File: src/rtl/pong_game_ctrl_pkg.sv
// rtl/pong_game_ctrl_pkg.sv - shared state encoding and datapath selector codes for the pong sequencer
package pong_pkg;

    typedef enum logic [2:0] {
        INIT,
        IDLE,
        SERVE,
        SERVE_WAIT,
        PLAY,
        EVAL,
        CHK_OVER,
        OVER
    } state_t;

    localparam logic [1:0] SEL_RST  = 2'd0;
    localparam logic [1:0] SEL_INC  = 2'd1;
    localparam logic [1:0] SEL_DEC  = 2'd2;
    localparam logic [1:0] SEL_HOLD = 2'd3;

    function automatic logic [1:0] dir_sel(input logic dir);
        return dir ? SEL_INC : SEL_DEC;
    endfunction

endpackage

File: src/rtl/pong_game_ctrl_if.sv
// rtl/pong_game_ctrl_if.sv - control/status bundle between the pong sequencer and its datapath
interface pong_game_ctrl_if;
    logic       tick;
    logic       start;
    logic       paddle_up, paddle_down, ai_up, ai_down;
    logic       ball_too_high, ball_too_low;
    logic       paddle_too_low, paddle_too_high, ai_too_low, ai_too_high;
    logic       player_collision, ai_collision, player_scored, ai_scored, game_over;
    logic [6:0] y_ball, y_ai;
    logic [1:0] sel_x_ball, sel_y_ball, sel_y_paddle, sel_y_ai;
    logic       en_x_ball, en_y_ball, en_y_paddle, en_y_ai;
    logic       sel_player_score, en_player_score, sel_ai_score, en_ai_score;
    logic       playing;

    modport master (
        input  tick, start, paddle_up, paddle_down, ai_up, ai_down,
               ball_too_high, ball_too_low, paddle_too_low, paddle_too_high,
               ai_too_low, ai_too_high, player_collision, ai_collision,
               player_scored, ai_scored, game_over, y_ball, y_ai,
        output sel_x_ball, sel_y_ball, sel_y_paddle, sel_y_ai,
               en_x_ball, en_y_ball, en_y_paddle, en_y_ai,
               sel_player_score, en_player_score, sel_ai_score, en_ai_score, playing
    );

    modport slave (
        output tick, start, paddle_up, paddle_down, ai_up, ai_down,
               ball_too_high, ball_too_low, paddle_too_low, paddle_too_high,
               ai_too_low, ai_too_high, player_collision, ai_collision,
               player_scored, ai_scored, game_over, y_ball, y_ai,
        input  sel_x_ball, sel_y_ball, sel_y_paddle, sel_y_ai,
               en_x_ball, en_y_ball, en_y_paddle, en_y_ai,
               sel_player_score, en_player_score, sel_ai_score, en_ai_score, playing
    );
endinterface

File: src/rtl/pong_paddle_step.sv
// rtl/pong_paddle_step.sv - one frame of paddle motion: up wins over down, limits block motion
module pong_paddle_step
    import pong_pkg::*;
(
    input  logic       i_up,
    input  logic       i_down,
    input  logic       i_too_high,
    input  logic       i_too_low,
    output logic       o_en,
    output logic [1:0] o_sel
);
    always_comb begin
        o_en  = 1'b0;
        o_sel = SEL_HOLD;
        if (i_up && !i_too_high) begin
            o_en  = 1'b1;
            o_sel = SEL_INC;
        end else if (i_down && !i_too_low) begin
            o_en  = 1'b1;
            o_sel = SEL_DEC;
        end
    end
endmodule

File: src/rtl/pong_game_ctrl.sv
// rtl/pong_game_ctrl.sv - pong game sequencer driving all datapath selects/enables; AI_TRACK_EN makes the AI paddle follow the ball
module pong_game_ctrl
    import pong_pkg::*;
#(
    parameter int SERVE_DELAY = 30,
    parameter int DLY_W       = 8
) (
    input  logic             clk,
    input  logic             rst_n,
    pong_game_ctrl_if.master bus
);
    localparam logic [DLY_W-1:0] DLY_LAST = DLY_W'(SERVE_DELAY - 1);

    state_t           r_state, w_state_nxt;
    logic             r_dir_x, r_dir_y, w_dir_x_nxt, w_dir_y_nxt;
    logic [DLY_W-1:0] r_dly_cnt, w_dly_nxt;
    logic             w_ai_up, w_ai_down;
    logic             w_pad_en, w_ai_en;
    logic [1:0]       w_pad_sel, w_ai_sel;

`ifdef AI_TRACK_EN
    logic [7:0] w_yb, w_ya;
    logic       w_unused_ai_flags;
    assign w_yb              = {1'b0, bus.y_ball};
    assign w_ya              = {1'b0, bus.y_ai};
    assign w_ai_up           = w_yb > (w_ya + 8'd2);
    assign w_ai_down         = (w_yb + 8'd2) < w_ya;
    assign w_unused_ai_flags = ^{bus.ai_up, bus.ai_down};
`else
    logic w_unused_pos;
    assign w_ai_up      = bus.ai_up;
    assign w_ai_down    = bus.ai_down;
    assign w_unused_pos = ^{bus.y_ball, bus.y_ai};
`endif

    pong_paddle_step u_player_step (
        .i_up       (bus.paddle_up),
        .i_down     (bus.paddle_down),
        .i_too_high (bus.paddle_too_high),
        .i_too_low  (bus.paddle_too_low),
        .o_en       (w_pad_en),
        .o_sel      (w_pad_sel)
    );

    pong_paddle_step u_ai_step (
        .i_up       (w_ai_up),
        .i_down     (w_ai_down),
        .i_too_high (bus.ai_too_high),
        .i_too_low  (bus.ai_too_low),
        .o_en       (w_ai_en),
        .o_sel      (w_ai_sel)
    );

    always_ff @(posedge clk or negedge rst_n) begin
        if (!rst_n) begin
            r_state   <= INIT;
            r_dir_x   <= 1'b1;
            r_dir_y   <= 1'b1;
            r_dly_cnt <= '0;
        end else begin
            r_state   <= w_state_nxt;
            r_dir_x   <= w_dir_x_nxt;
            r_dir_y   <= w_dir_y_nxt;
            r_dly_cnt <= w_dly_nxt;
        end
    end

    always_comb begin
        w_state_nxt          = r_state;
        w_dir_x_nxt          = r_dir_x;
        w_dir_y_nxt          = r_dir_y;
        w_dly_nxt            = r_dly_cnt;
        bus.sel_x_ball       = SEL_RST;
        bus.sel_y_ball       = SEL_RST;
        bus.sel_y_paddle     = SEL_RST;
        bus.sel_y_ai         = SEL_RST;
        bus.en_x_ball        = 1'b0;
        bus.en_y_ball        = 1'b0;
        bus.en_y_paddle      = 1'b0;
        bus.en_y_ai          = 1'b0;
        bus.sel_player_score = 1'b0;
        bus.en_player_score  = 1'b0;
        bus.sel_ai_score     = 1'b0;
        bus.en_ai_score      = 1'b0;
        bus.playing          = (r_state == PLAY) || (r_state == EVAL);

        case (r_state)
            INIT: begin
                bus.en_x_ball       = 1'b1;
                bus.en_y_ball       = 1'b1;
                bus.en_y_paddle     = 1'b1;
                bus.en_y_ai         = 1'b1;
                bus.en_player_score = 1'b1;
                bus.en_ai_score     = 1'b1;
                w_state_nxt         = IDLE;
            end
            IDLE: if (bus.start) w_state_nxt = SERVE;
            SERVE: begin
                bus.en_x_ball = 1'b1;
                bus.en_y_ball = 1'b1;
                w_dly_nxt     = '0;
                w_state_nxt   = SERVE_WAIT;
            end
            SERVE_WAIT: begin
                if (SERVE_DELAY == 0) begin
                    w_state_nxt = PLAY;
                end else if (bus.tick) begin
                    w_dly_nxt = r_dly_cnt + DLY_W'(1);
                    if (r_dly_cnt == DLY_LAST) w_state_nxt = PLAY;
                end
            end
            PLAY: if (bus.tick) begin
                bus.en_x_ball    = 1'b1;
                bus.sel_x_ball   = dir_sel(r_dir_x);
                bus.en_y_ball    = 1'b1;
                bus.sel_y_ball   = dir_sel(r_dir_y);
                bus.en_y_paddle  = w_pad_en;
                bus.sel_y_paddle = w_pad_sel;
                bus.en_y_ai      = w_ai_en;
                bus.sel_y_ai     = w_ai_sel;
                w_state_nxt      = EVAL;
            end
            EVAL: begin
                // Scoring outranks collisions; the loser's side receives the next serve.
                if (bus.player_scored) begin
                    bus.en_player_score  = 1'b1;
                    bus.sel_player_score = 1'b1;
                    w_dir_x_nxt          = 1'b0;
                    w_state_nxt          = CHK_OVER;
                end else if (bus.ai_scored) begin
                    bus.en_ai_score  = 1'b1;
                    bus.sel_ai_score = 1'b1;
                    w_dir_x_nxt      = 1'b1;
                    w_state_nxt      = CHK_OVER;
                end else begin
                    if (bus.player_collision)  w_dir_x_nxt = 1'b1;
                    else if (bus.ai_collision) w_dir_x_nxt = 1'b0;
                    if (bus.ball_too_high)     w_dir_y_nxt = 1'b0;
                    else if (bus.ball_too_low) w_dir_y_nxt = 1'b1;
                    w_state_nxt = PLAY;
                end
            end
            CHK_OVER: w_state_nxt = bus.game_over ? OVER : SERVE;
            OVER:     if (bus.start) w_state_nxt = INIT;
            default:  w_state_nxt = INIT;
        endcase

        // Async reset forces INIT, whose decode would otherwise fire every enable.
        if (!rst_n) begin
            bus.en_x_ball       = 1'b0;
            bus.en_y_ball       = 1'b0;
            bus.en_y_paddle     = 1'b0;
            bus.en_y_ai         = 1'b0;
            bus.en_player_score = 1'b0;
            bus.en_ai_score     = 1'b0;
        end
    end
endmodule

File: src/flat_wrapper.sv
// flat-port wrapper written by rule: the top's interface ports become plain ports
module pong_game_ctrl_flat import pong_pkg::*;
#(
    parameter int SERVE_DELAY = 30,
    parameter int DLY_W       = 8
)
  (clk, rst_n, bus_tick, bus_start, bus_paddle_up, bus_paddle_down, bus_ai_up, bus_ai_down, bus_ball_too_high, bus_ball_too_low, bus_paddle_too_low, bus_paddle_too_high, bus_ai_too_low, bus_ai_too_high, bus_player_collision, bus_ai_collision, bus_player_scored, bus_ai_scored, bus_game_over, bus_y_ball, bus_y_ai, bus_sel_x_ball, bus_sel_y_ball, bus_sel_y_paddle, bus_sel_y_ai, bus_en_x_ball, bus_en_y_ball, bus_en_y_paddle, bus_en_y_ai, bus_sel_player_score, bus_en_player_score, bus_sel_ai_score, bus_en_ai_score, bus_playing);
  pong_game_ctrl_if bus_i ();
  input  logic clk;
  input  logic rst_n;
  input wire logic [$bits(bus_i.tick)-1:0] bus_tick;
  input wire logic [$bits(bus_i.start)-1:0] bus_start;
  input wire logic [$bits(bus_i.paddle_up)-1:0] bus_paddle_up;
  input wire logic [$bits(bus_i.paddle_down)-1:0] bus_paddle_down;
  input wire logic [$bits(bus_i.ai_up)-1:0] bus_ai_up;
  input wire logic [$bits(bus_i.ai_down)-1:0] bus_ai_down;
  input wire logic [$bits(bus_i.ball_too_high)-1:0] bus_ball_too_high;
  input wire logic [$bits(bus_i.ball_too_low)-1:0] bus_ball_too_low;
  input wire logic [$bits(bus_i.paddle_too_low)-1:0] bus_paddle_too_low;
  input wire logic [$bits(bus_i.paddle_too_high)-1:0] bus_paddle_too_high;
  input wire logic [$bits(bus_i.ai_too_low)-1:0] bus_ai_too_low;
  input wire logic [$bits(bus_i.ai_too_high)-1:0] bus_ai_too_high;
  input wire logic [$bits(bus_i.player_collision)-1:0] bus_player_collision;
  input wire logic [$bits(bus_i.ai_collision)-1:0] bus_ai_collision;
  input wire logic [$bits(bus_i.player_scored)-1:0] bus_player_scored;
  input wire logic [$bits(bus_i.ai_scored)-1:0] bus_ai_scored;
  input wire logic [$bits(bus_i.game_over)-1:0] bus_game_over;
  input wire logic [$bits(bus_i.y_ball)-1:0] bus_y_ball;
  input wire logic [$bits(bus_i.y_ai)-1:0] bus_y_ai;
  output wire logic [$bits(bus_i.sel_x_ball)-1:0] bus_sel_x_ball;
  output wire logic [$bits(bus_i.sel_y_ball)-1:0] bus_sel_y_ball;
  output wire logic [$bits(bus_i.sel_y_paddle)-1:0] bus_sel_y_paddle;
  output wire logic [$bits(bus_i.sel_y_ai)-1:0] bus_sel_y_ai;
  output wire logic [$bits(bus_i.en_x_ball)-1:0] bus_en_x_ball;
  output wire logic [$bits(bus_i.en_y_ball)-1:0] bus_en_y_ball;
  output wire logic [$bits(bus_i.en_y_paddle)-1:0] bus_en_y_paddle;
  output wire logic [$bits(bus_i.en_y_ai)-1:0] bus_en_y_ai;
  output wire logic [$bits(bus_i.sel_player_score)-1:0] bus_sel_player_score;
  output wire logic [$bits(bus_i.en_player_score)-1:0] bus_en_player_score;
  output wire logic [$bits(bus_i.sel_ai_score)-1:0] bus_sel_ai_score;
  output wire logic [$bits(bus_i.en_ai_score)-1:0] bus_en_ai_score;
  output wire logic [$bits(bus_i.playing)-1:0] bus_playing;
  assign bus_i.tick = bus_tick;
  assign bus_i.start = bus_start;
  assign bus_i.paddle_up = bus_paddle_up;
  assign bus_i.paddle_down = bus_paddle_down;
  assign bus_i.ai_up = bus_ai_up;
  assign bus_i.ai_down = bus_ai_down;
  assign bus_i.ball_too_high = bus_ball_too_high;
  assign bus_i.ball_too_low = bus_ball_too_low;
  assign bus_i.paddle_too_low = bus_paddle_too_low;
  assign bus_i.paddle_too_high = bus_paddle_too_high;
  assign bus_i.ai_too_low = bus_ai_too_low;
  assign bus_i.ai_too_high = bus_ai_too_high;
  assign bus_i.player_collision = bus_player_collision;
  assign bus_i.ai_collision = bus_ai_collision;
  assign bus_i.player_scored = bus_player_scored;
  assign bus_i.ai_scored = bus_ai_scored;
  assign bus_i.game_over = bus_game_over;
  assign bus_i.y_ball = bus_y_ball;
  assign bus_i.y_ai = bus_y_ai;
  assign bus_sel_x_ball = bus_i.sel_x_ball;
  assign bus_sel_y_ball = bus_i.sel_y_ball;
  assign bus_sel_y_paddle = bus_i.sel_y_paddle;
  assign bus_sel_y_ai = bus_i.sel_y_ai;
  assign bus_en_x_ball = bus_i.en_x_ball;
  assign bus_en_y_ball = bus_i.en_y_ball;
  assign bus_en_y_paddle = bus_i.en_y_paddle;
  assign bus_en_y_ai = bus_i.en_y_ai;
  assign bus_sel_player_score = bus_i.sel_player_score;
  assign bus_en_player_score = bus_i.en_player_score;
  assign bus_sel_ai_score = bus_i.sel_ai_score;
  assign bus_en_ai_score = bus_i.en_ai_score;
  assign bus_playing = bus_i.playing;
  pong_game_ctrl #(.SERVE_DELAY(SERVE_DELAY), .DLY_W(DLY_W)) u_core (.clk(clk), .rst_n(rst_n), .bus(bus_i));
endmodule
File: config.mk
export PLATFORM = sky130hd
export DESIGN_NAME = pong_game_ctrl_flat
export DESIGN_NICKNAME = d
export VERILOG_FILES = /design/src/rtl/pong_game_ctrl_pkg.sv /design/src/rtl/pong_game_ctrl_if.sv /design/src/rtl/pong_paddle_step.sv /design/src/rtl/pong_game_ctrl.sv /design/src/flat_wrapper.sv
export SDC_FILE = /design/constraint.sdc
export NUM_CORES = 1
export LEC_CHECK = 0
export ABC_AREA = 1
export CAP_MARGIN = 20
export CORE_ASPECT_RATIO = 2
export CORE_MARGIN = 1.5
export CORE_UTILIZATION = 40
export CTS_BUF_LIST = sky130_fd_sc_hd__clkbuf_8 sky130_fd_sc_hd__clkbuf_16
export DETAILED_ROUTE_END_ITERATION = 10
export PLACE_DENSITY_LB_ADDON = 0.15
export SLEW_MARGIN = 0
export SYNTH_ARGS = -nofsm -noshare
export SYNTH_HDL_FRONTEND = slang
export SYNTH_SLANG_ARGS = --single-unit
File: constraint.sdc
create_clock -name clk -period 1.8 [get_ports clk]
set_clock_uncertainty 0.2 [all_clocks]
set_input_delay 0.27 -clock clk [delete_from_list [all_inputs] [get_ports clk]]
set_output_delay 0.27 -clock clk [all_outputs]
set_load 0.005 [all_outputs]
==> metrics.md <==
| Metric | Value |
|---|---|
| Outcome | `finished with violations` |
| Failing checks | `setup timing` |
| Largest net degree at the start of global routing | `14` |
| Leading area contributor after synthesis | `dfrtp_1` |
| Placed cells | `244` |
| Met3 GRT Util | `2.92%` |
| Wire per inst | `13.3 um` |
| Worst Path Max Fanout | `3` |
| Nets | `266` |
| Routability cong. | `0.828` |
| Clk slew on worst S/H paths | `0.06 ns` |
| CTS tree | `yes` |
| Share of cells above drive strength 1 | `37.4%` |
| GRT Util Overall | `25.7%` |
| Die area | `2950 um^2` |
| Area of the core | `2500 um^2` |
| Routed vias/inst | `5.18` |
| Leakage | `0.906 nW` |
| Max cap viols | `0` |
| Largest stage delay, worst path | `0.42 ns` |
| Sink Count | `13` |
| First DRT Iteration DRCs | `45` |
| Kind of critical path | `reg -> out` |
| Critical path required time | `1.33 ns` |
| Max-slew headroom | `77.3%` |
| DRC viols | `0` |
| Final Non-Filler Cells | `258` |
| Die H | `75.3 um` |
| Setup-failing EPs final | `14` |
| Syn Inst Count | `163` |
| Root buffer cell | `clkbuf_8` |
| Port Buffer Count | `35` |
| Most frequent CP cell | `buf_6` |
| Final Cell Area | `1710 um^2` |
| Layout area overhead | `63.5%` |
| DP HPWL | `2.54 mm` |
| Overflow after GRT | `0` |
| Global-route wire length before repair | `5.23 mm` |
| Yosys reg bits | `13` |
| Drt first pass iters | `4` |
| H-tree levels | `1` |
| Initial antenna violation count | `0` |
| WHS | `0.259 ns` |
| Fin crit share | `112%` |
| Crit-path slowest cell | `dfrtp_1` |
| Post-DP Area | `1570 um^2` |
| Post-synth top area share | `26.3%` |
| Crit path buf inv count | `5` |
| Top area cells in the synthesized netlist | `dfrtp_1 (26%), nand2_1 (14%), inv_1 (8.6%)` |
| Vias post-DR | `1336` |
| Clk Latency, worst-skew pair | `0.24 ns` |
| Cell Area, Synth | `1050 um^2` |
| Share of synthesized area occupied by flip-flops and latches | `31.3%` |
| Final Hold Vio Count | `0` |
| Unrepaired setup endpoints after global routing | `true` |
| Yosys warns | `0` |
| FP Rows | `26` |
| Total CTS buffers | `3` |
| Total Power | `2.03 mW` |
| Max clock buf depth | `2` |
| Syn Nets | `198` |
| Fmax | `494 MHz` |
| GR Layer Usage met1 | `19.6%` |
| Path depth of the worst reg2reg path | `9` |
| Worst Max-Slew Pin Slew | `0.339 ns` |
| Die W | `39.2 um` |
| GR Layer Usage met2 | `54.6%` |
| Diode count | `0` |
| Worst-path cell chain | `inv_2, nand2_4, nor3_4, buf_6, clkinvlp_4, buf_6, a21oi_2, buf_2` |
| Post-route ant nets | `0` |
| Worst setup EP type | `output port` |
| Vias in the first global route | `1351` |
| Slew Limit Fails | `0` |
| Worst VDD drop | `1.01 mV` |
| Initial Utilization | `41.8%` |
| Setup_tns | `-1.67 ns` |
| Crit path max-delay family | `buffers and inverters` |
| Mean Syn Cell Area | `6.42 um^2` |
| Fillers | `244` |
| HP Class | `in -> async` |
| PD cells | `1190 nW/um^2` |
| Routed WL | `3.42 mm` |
| # hold bufs at CTS | `0` |
| CP Depth | `8` |
| Worst endpoint data arrival time | `1.55 ns` |
| Fin crit period | `2.02 ns` |
| # IOs | `50` |
| Setup ws final | `-0.225 ns` |
| Cell variety after synth | `24` |
| Gr busiest metal | `met2` |
| Worst setup SP type | `flop` |
[per-stage QoR]
| step | util, % | setup WS [ns] |
|---|---|---|
| 2_1_floorplan | - | 0.0786 |
| 6_report | 68.3 | -0.225 |
| 4_1_cts | 66.9 | -0.232 |
| 5_1_grt | 68.3 | -0.295 |
| 3_3_place_gp | 62.5 | -0.506 |
| 3_5_place_dp | 62.5 | -0.566 |
[repair_timing]
action / 4_1_cts / 5_1_grt
setup buffers: 9 / 1
pin swaps: 7 / 5
endpoints found under the setup margin: 17 / 16
gates cloned: 1 / 0
resized for setup: 84 / 11
[cells by family after synthesis]
kind of cell               share of synthesized area [%]
AOI/OAI and AO/OA                                   10.5
adders and majority gates                           2.39
buffers and inverters                               13.0
DFF                                                 31.3
and+or+nand+nor                                     42.7
[registers in the layout (all words and copies together), names as in the netlist]
register / cells
u_core.r_dly_cnt: 8
u_core.r_dir_y: 1
u_core.r_state: 3
u_core.r_dir_x: 1
[power by group]
part           internal [mW]  switching [mW]
Combinational          0.589           0.664
Clock                  0.151           0.106
Sequential             0.399           0.126
[worst register-to-register path: stages, from the launching register on]
cell and delay [ns]:
dfrtp_2 0.45, inv_2 0.10, buf_4 0.10, buf_4 0.09, nand2_1 0.07, nor2_2 0.13
buf_4 0.15, inv_1 0.07, nor2_1 0.10, a21oi_1 0.05
[final cells by class]
class                           count  area, um^2  area share [%]
Inverter                           30         113            6.58
Sequential cell                    13         330            19.3
Clock buffer                        3        41.3            2.41
Multi-Input combinational cell    117         651            38.0
Tap cell                           28        35.0            2.05
Clock inverter                      1        3.75           0.219
Timing Repair Buffer               65         529            30.9
Timing Repair inverter              1        7.51           0.439
[synth_stat cells (all sizes together)]
cell type / n
nor2: 27
ha: 2
o21a: 1
nand4: 6
nand3: 14
o22ai: 1
o21ai: 8
nand2: 46
nor3: 2
a21oi: 9
o211ai: 1
dfrtp: 11
buf: 3
inv: 30
dfstp: 2
[layout by cell type, fill, tap and decap left out, types with 8 or more instances in the layout]
cell type,instances
dfrtp_1,9
inv_2,8
buf_2,14
nand2_1,39
clkdlybuf4s50_1,17
inv_1,23
buf_4,23
buf_6,8
nor2_1,18
nand3_1,14
[routing by layer]
| metal | routed length, um | part of all wire, % |
|---|---|---|
| met1 | 1100 | 32 |
| met2 | 2050 | 60 |
| met3 | 171 | 5.0 |
| met4 | 94 | 2.7 |
| met5 | 0 | 0 |
[worst paths after layout]
path | end | slack (ns) | start
worst min-delay path | u_core.r_dly_cnt[2]$_DFFE_PN0P_ | 0.26 | rst_n
min in group clk | u_core.r_dly_cnt[1]$_DFFE_PN0P_ | 0.31 | bus_tick
worst max register to register | u_core.r_dly_cnt[0]$_DFFE_PN0P_ | 0.17 | u_core.r_state[2]$_DFFE_PN0P_
max in group asynchronous | u_core.r_dir_y$_DFFE_PN1P_ | 0.90 | rst_n
worst min register to register | u_core.r_dir_x$_DFFE_PN1P_ | 0.32 | u_core.r_dir_x$_DFFE_PN1P_
worst max-delay path | bus_sel_y_paddle[1] | -0.22 | u_core.r_state[1]$_DFFE_PN0P_
Power figures use the tool's default switching activity.
